[config.mk]
export PLATFORM = sky130hd
export DESIGN_NAME = fsic_clock_div_prog
export DESIGN_NICKNAME = d
export VERILOG_FILES = /design/src/rtl/fsic_clock_div_prog.sv
export SDC_FILE = /design/constraint.sdc
export NUM_CORES = 1
export LEC_CHECK = 0
export BUFFER_PORTS_ARGS = -buffer_cell sky130_fd_sc_hd__buf_2
export CORE_AREA = 2 2 79 89
export DETAILED_ROUTE_END_ITERATION = 8
export DIE_AREA = 0 0 81 91
export HOLD_SLACK_MARGIN = 0.06
export SYNTH_ARGS = -nofsm -noshare
export SYNTH_HDL_FRONTEND = slang
export SYNTH_SLANG_ARGS = --single-unit
export TNS_END_PERCENT = 10
[constraint.sdc]
create_clock -name in_i -period 2.9 [get_ports in_i]
set_clock_uncertainty 0.2 [all_clocks]
set_input_delay 0 -clock in_i [delete_from_list [all_inputs] [get_ports in_i]]
set_output_delay 0 -clock in_i [all_outputs]
set_load 0.01 [all_outputs]
[src/rtl/fsic_clock_div_prog.sv]
// Programmable multi-channel clock divider: each channel divides in_i by a
// clamped ratio, with a look-ahead rise strobe and a ratio-change strobe.
//
// state | meaning
// IDLE  | cnt=0, out held high, ratio tracked; leaves on en
// RUN   | cnt counts 0..N-1; ratio and en re-sampled only at the wrap
module fsic_clock_div_prog #(
  parameter int NUM_CH    = 2,
  parameter int DIV_W     = 4,
  parameter int DEF_RATIO = 4
) (
  input  logic                    in_i,
  input  logic                    resetb_i,
  input  logic [NUM_CH-1:0]       en_i,
  input  logic [NUM_CH*DIV_W-1:0] div_ratio_i,
  input  logic                    sync_i,
  output logic [NUM_CH-1:0]       out_o,
  output logic [NUM_CH-1:0]       rise_pre_o,
  output logic [NUM_CH-1:0]       div_upd_o
);

  typedef enum logic {IDLE, RUN} state_e;

  localparam logic [DIV_W-1:0] RATIO_MIN = DIV_W'(2);
  localparam logic [DIV_W-1:0] RATIO_RST = DIV_W'(DEF_RATIO);

  state_e            state_q [NUM_CH];
  state_e            state_d [NUM_CH];
  logic [DIV_W-1:0]  cnt_q   [NUM_CH];
  logic [DIV_W-1:0]  cnt_d   [NUM_CH];
  logic [DIV_W-1:0]  n_q     [NUM_CH];
  logic [DIV_W-1:0]  n_d     [NUM_CH];
  logic [DIV_W-1:0]  req_n   [NUM_CH];
  logic [NUM_CH-1:0] out_q, out_d;
  logic [NUM_CH-1:0] rise_q, rise_d;
  logic [NUM_CH-1:0] upd_q, upd_d;

  always_comb begin
    for (int k = 0; k < NUM_CH; k++) begin
      req_n[k] = div_ratio_i[k*DIV_W +: DIV_W];
      if (req_n[k] < RATIO_MIN) req_n[k] = RATIO_MIN;
    end
  end

  always_comb begin
    out_d  = '0;
    rise_d = '0;
    upd_d  = '0;
    for (int k = 0; k < NUM_CH; k++) begin
      state_d[k] = state_q[k];
      cnt_d[k]   = cnt_q[k];
      n_d[k]     = n_q[k];
      if (sync_i) begin
        cnt_d[k]   = '0;
        n_d[k]     = req_n[k];
        state_d[k] = en_i[k] ? RUN : IDLE;
      end else if (state_q[k] == IDLE) begin
        // The idle cycle itself stands in for cnt=0 of the first period.
        n_d[k]     = req_n[k];
        cnt_d[k]   = en_i[k] ? DIV_W'(1) : '0;
        state_d[k] = en_i[k] ? RUN : IDLE;
      end else if (cnt_q[k] == n_q[k] - DIV_W'(1)) begin
        cnt_d[k]   = '0;
        n_d[k]     = req_n[k];
        state_d[k] = en_i[k] ? RUN : IDLE;
      end else begin
        cnt_d[k]   = cnt_q[k] + DIV_W'(1);
      end
      upd_d[k]  = (n_d[k] != n_q[k]);
      out_d[k]  = ({1'b0, cnt_d[k]} < (({1'b0, n_d[k]} + (DIV_W+1)'(1)) >> 1));
      rise_d[k] = (state_d[k] == RUN) && (cnt_d[k] == n_d[k] - DIV_W'(1));
    end
  end

  always_ff @(posedge in_i or negedge resetb_i) begin
    if (!resetb_i) begin
      for (int k = 0; k < NUM_CH; k++) begin
        state_q[k] <= IDLE;
        cnt_q[k]   <= '0;
        n_q[k]     <= RATIO_RST;
      end
      out_q  <= '1;
      rise_q <= '0;
      upd_q  <= '0;
    end else begin
      for (int k = 0; k < NUM_CH; k++) begin
        state_q[k] <= state_d[k];
        cnt_q[k]   <= cnt_d[k];
        n_q[k]     <= n_d[k];
      end
      out_q  <= out_d;
      rise_q <= rise_d;
      upd_q  <= upd_d;
    end
  end

  assign out_o      = out_q;
  assign rise_pre_o = rise_q;
  assign div_upd_o  = upd_q;

endmodule

### Word-level counts from Yosys, hierarchy flattened

Index checks and enable logic that the tools add are counted.
Widths: inputs -> output; s select.

* memory bits (writable): 0
* memories kept: 0
* bits in registers: 24
* logic and storage cells: 53
* latch bits: 0
* input port bits: 13
* output and inout bits: 6
* ROM bits: 0

* shift operators: 0
* $mul: 0
* $lt $le $gt $ge: 4
* divide/modulo/power cells: 0
* mux-type cells: 24
* bitwise operators: 0
* equal/unequal tests: 6
* add/subtract/negate cells: 8
* reductions and logical operators: 2

Operators by type and width (count)
* $mux 4: 14
* $eq 4x4->1: 4
* $sub 4x1->4 const B: 4
* $add 4x1->5 const B: 2
* $mux 1: 10
* $add 4x1->4 const B: 2
* $lt 4x2->1 const B: 2
* $lt 4x4->1: 2
* $ne 4x4->1: 2
* $logic_and 1x1->1: 2

### Logic depth before layout (Yosys ltp)

* depth after elaboration: 8
* mapped depth: 13
* mapped depth without buffers: 13

### Least setup slack after synthesis

No wires, ideal clock.

* path kind: reg-to-reg
* start: reg n_q[4] (netlist name)
* end: reg out_q[0] (netlist: out_o[0])
* data required time: 2.602 ns
* period minus slack after synthesis: 3.063 ns
* cell stages (with the launch flop): 14
* library setup time: 0.098 ns
* data arrival time: 2.765 ns
* slack: -0.163 ns
* path through: dfrtp_1 -> inv_1 -> ha_1 -> xor2_1 -> nand3_1 -> o21ai_2 -> buf_4 -> mux2i_1 -> inv_1 -> ha_1 -> xnor2_1 -> ha_1 -> and3_1 -> a221oi_1

RTL lines
* from (decl): RTL line 31 `logic [DIV_W-1:0] n_q [NUM_CH];`
* from (signal, indexed assignment): RTL line 89 `n_q[k] <= n_d[k];`
* to (signal assigned): RTL line 91 `out_q <= out_d;`
* to (decl): RTL line 34 `logic [NUM_CH-1:0] out_q, out_d;`

### Worst setup path after layout

* start: reg n_q[2] (netlist name)
* end: reg rise_q[1] (netlist: rise_pre_o[1])

* cells in the longest elaborated chain, start to end: 8
* elaborated cells between the ends (all ways): 14

Ends and longest elaborated chain
* $sub 4x1->4: RTL line 62 `end else if (cnt_q[k] == n_q[k] - DIV_W'(1)) begin`
* $eq 4x4->1: RTL line 62
* $mux 4: RTL line 62
* $mux 4: RTL line 57 `end else if (state_q[k] == IDLE) begin`
* $mux 4: RTL line 53 `if (sync_i) begin`
* $sub 4x1->4: RTL line 71 `rise_d[k] = (state_d[k] == RUN) && (cnt_d[k] == n_d[k] - DIV_W'(1));`
* $eq 4x4->1: RTL line 71
* $logic_and 1x1->1 *: RTL line 71
* net rise_d[1]: RTL line 35 `logic [NUM_CH-1:0] rise_q, rise_d;`
* to (signal assigned): RTL line 92 `rise_q <= rise_d;`
* to (decl): RTL line 35

The timed path passes the listed nets; every way through them passes the cells marked *.

==> impl_metrics.ini <==
[min_path]
holdCritPathClass = in2async

[pwr]
power_density_mw_per_mm2 = 498
max-vdd-ir-drop_uv = 208
p_leak_uw = 0.00123

[synthesis]
synth_flop_cell = dfrtp_1
postSynthAreaPerCell_um2 = 9.78
yosysSeqAreaShare = 0.319
synth_edf_count = 0
synth-async-reset-ratio = 1.00
ys_seq_elements = 24
syn_inst = 194
netlist_area_mm2 = 0.00190
synth_fp_nets = 221
ys_warn_count = 0
synth_cell_type_count = 49

[global_route]
grt_pass1_wl_um = 7570
grt_max_degree = 25
antenna_found_initial = 0
overflow = 0
grtUsageTotal = 0.131
grt_pass1_vias = 1614

[route]
drc = 0
vias_per_cell = 4.74
dr.max_layer_used = met4
dr.first_iter.drc_count = 42
dr_wl_met2_um = 2580
wl_met1_um = 2060
totalWireLength_um = 4750
ant_nets = 0
routedWlPerCell_um = 14.0
drt-pass1-iter-count = 4
met3RoutedLength_um = 87
vias = 1611

[cts]
cts-buffers-inserted = 3
cts.sinks = 24
cts_max_level = 1
cts_tree = yes
clock_latency_ns = 0.27
clockRootBuffer = clkbuf_8
clk_pin_slew_ns = 0.10
cts_buffer_depth = 2

[sta]
hold_viol = 0
setup_slack_ns = -0.0632
setup_viol = 2
period_share = 1.02
rsz0062_at_grt = true
drv_slew = 0
period_needed_ns = 2.96
tightestPinTransition_ns = 0.578
max_slew_margin = 0.615
timing.fmax_mhz = 337

[critical_path]
reg2reg_setup_slack_ns = -0.06
crit_type = reg2reg
crit_path_end_kind = flip-flop
required_ns = 2.84
crit_fanout = 5
arrival_ns = 2.90
critPathLaunchType = flip-flop

[job]
cap_viol_max_count = 0

[status]
status = finished with violations
violations = setup timing

[placed_design]
hpwl_um = 3510
io_buffers = 18
place_inst = 320
gp_congestion = 0.808
placed_area_mm2 = 0.00235

[die]
die_w_um = 81
fp.coreArea_mm2 = 0.00644
die_area_mm2 = 0.00737
num_rows = 31
start_util = 0.295
die_y_um = 91
io_pins = 19

[final_layout]
layout-drive-gt1-share = 0.364
fin_area_mm2 = 0.00264
num-nets-final = 286
areaGrowthSynthToFinish_pct = 39.1
layout.cells.non_filler = 340
antenna_cells = 0
==> cell usage after synthesis, drive strengths merged, types with 2 or more instances <==
master | n | area share
a211oi | 3 | 0.018
a21o | 4 | 0.016
a21oi | 6 | 0.016
a31oi | 4 | 0.013
and3 | 5 | 0.020
buf | 2 | 0.0099
clkbuf | 4 | 0.0079
dfrtp | 20 | 0.26
dfstp | 4 | 0.055
ha | 14 | 0.092
inv | 12 | 0.024
mux2 | 5 | 0.030
mux2i | 4 | 0.021
nand2 | 7 | 0.014
nand2b | 5 | 0.016
nand3 | 6 | 0.016
nor2 | 14 | 0.032
nor2b | 8 | 0.026
nor3 | 7 | 0.018
o211ai | 2 | 0.0079
o21a | 3 | 0.016
o21ai | 8 | 0.027
o21bai | 2 | 0.0079
o31ai | 2 | 0.0079
xnor2 | 16 | 0.074
xnor3 | 2 | 0.024
xor2 | 10 | 0.046
==> worst paths after layout <==
path                          start            end  depth (start not counted)
setup / recovery             n_q[2]  rise_pre_o[1]                          9
hold / removal             resetb_i       cnt_q[6]                          2
setup reg to reg             n_q[2]  rise_pre_o[1]                          9
hold reg to reg            cnt_q[7]       cnt_q[7]                          2
max in group asynchronous  resetb_i       out_o[1]                          2
min in group in_i           en_i[1]     state_q[0]                          3
==> final cells by class <==
cell class / instances / area [um^2]
sequential: 24 / 606
fill: 666 / 3800
multi-input combinational: 152 / 1350
clock buffer: 4 / 55.1
tap: 82 / 103
inverter: 12 / 45.0
timing repair buffer: 66 / 484
==> routing by layer <==
| layer | vias to the layer above | global-route usage |
|---|---|---|
| met5 | - | 0 |
| met4 | 0 | 0.0254 |
| met3 | 2 | 0.0119 |
| met2 | 24 | 0.241 |
| met1 | 773 | 0.162 |
| li1 | 812 | - |
==> critical path, stage by stage (launching register included) <==
cell       delay [ns]
dfstp_2          0.57
xor3_1           0.45
a211oi_4         0.21
o21a_4           0.21
nor2_4           0.07
a21o_1           0.20
ha_4             0.17
or4_1            0.54
nand3_1          0.16
a2111oi_4        0.05
==> layout by cell type, fill, tap and decap left out, drive strengths merged, types with 8 or more instances in the layout <==
cell / count
buf: 53
inv: 12
ha: 14
xor2: 10
o21ai: 8
dlygate4sd3: 13
xnor2: 16
dfrtp: 20
nor2b: 8
nor2: 14
==> per-stage QoR <==
step | utilization | TNS, ns | total power [uW] | hold WS (ns) | setup WS, ns
5_1_grt | 0.410 | -0.524 | 1400 | 0.103 | -0.171
3_3_place_gp | 0.366 | -0.207 | 1010 | -0.183 | -0.114
4_1_cts | 0.400 | -0.152 | 1300 | 0.0681 | -0.0552
3_5_place_dp | 0.366 | -0.341 | 1020 | -0.174 | -0.160
6_report | 0.410 | -0.0998 | 1310 | 0.0548 | -0.0632
2_1_floorplan | - | -0.204 | 811 | -0.496 | -0.0711
==> flip-flops by register name, summed over array words and instances, names as in the netlist <==
register and cells:
cnt_q 8, div_upd_o 2, n_q 8, out_o 2, rise_pre_o 2, state_q 2
==> cells by family after synthesis <==
group | Yosys count | synth area share
AOI/OAI and AO/OA | 44 | 0.180
muxes | 9 | 0.0508
xor gates and xnor gates | 29 | 0.156
DFF | 24 | 0.319
buffers and inverters | 18 | 0.0416
and+or+nand+nor | 56 | 0.160
adders and majority gates | 14 | 0.0923
==> report_power, final <==
part / internal [uW] / leakage (uW) / total (uW) / switching, uW
clock network: 121 / 0.0000288 / 235 / 114
logic: 342 / 0.000912 / 658 / 315
registers: 389 / 0.000291 / 421 / 32.0
==> timing repair <==
item / 4_1_cts / 5_1_grt
setup buffers: 2 / 0
hold buffers: 13 / 0
cloned: 0 / 1
endpoints found under the hold margin: 40 / 0
resized for setup: 3 / 12
pin swaps: 2 / 6
endpoints found under the setup margin: 3 / 4
Power figures use the tool's default switching activity.
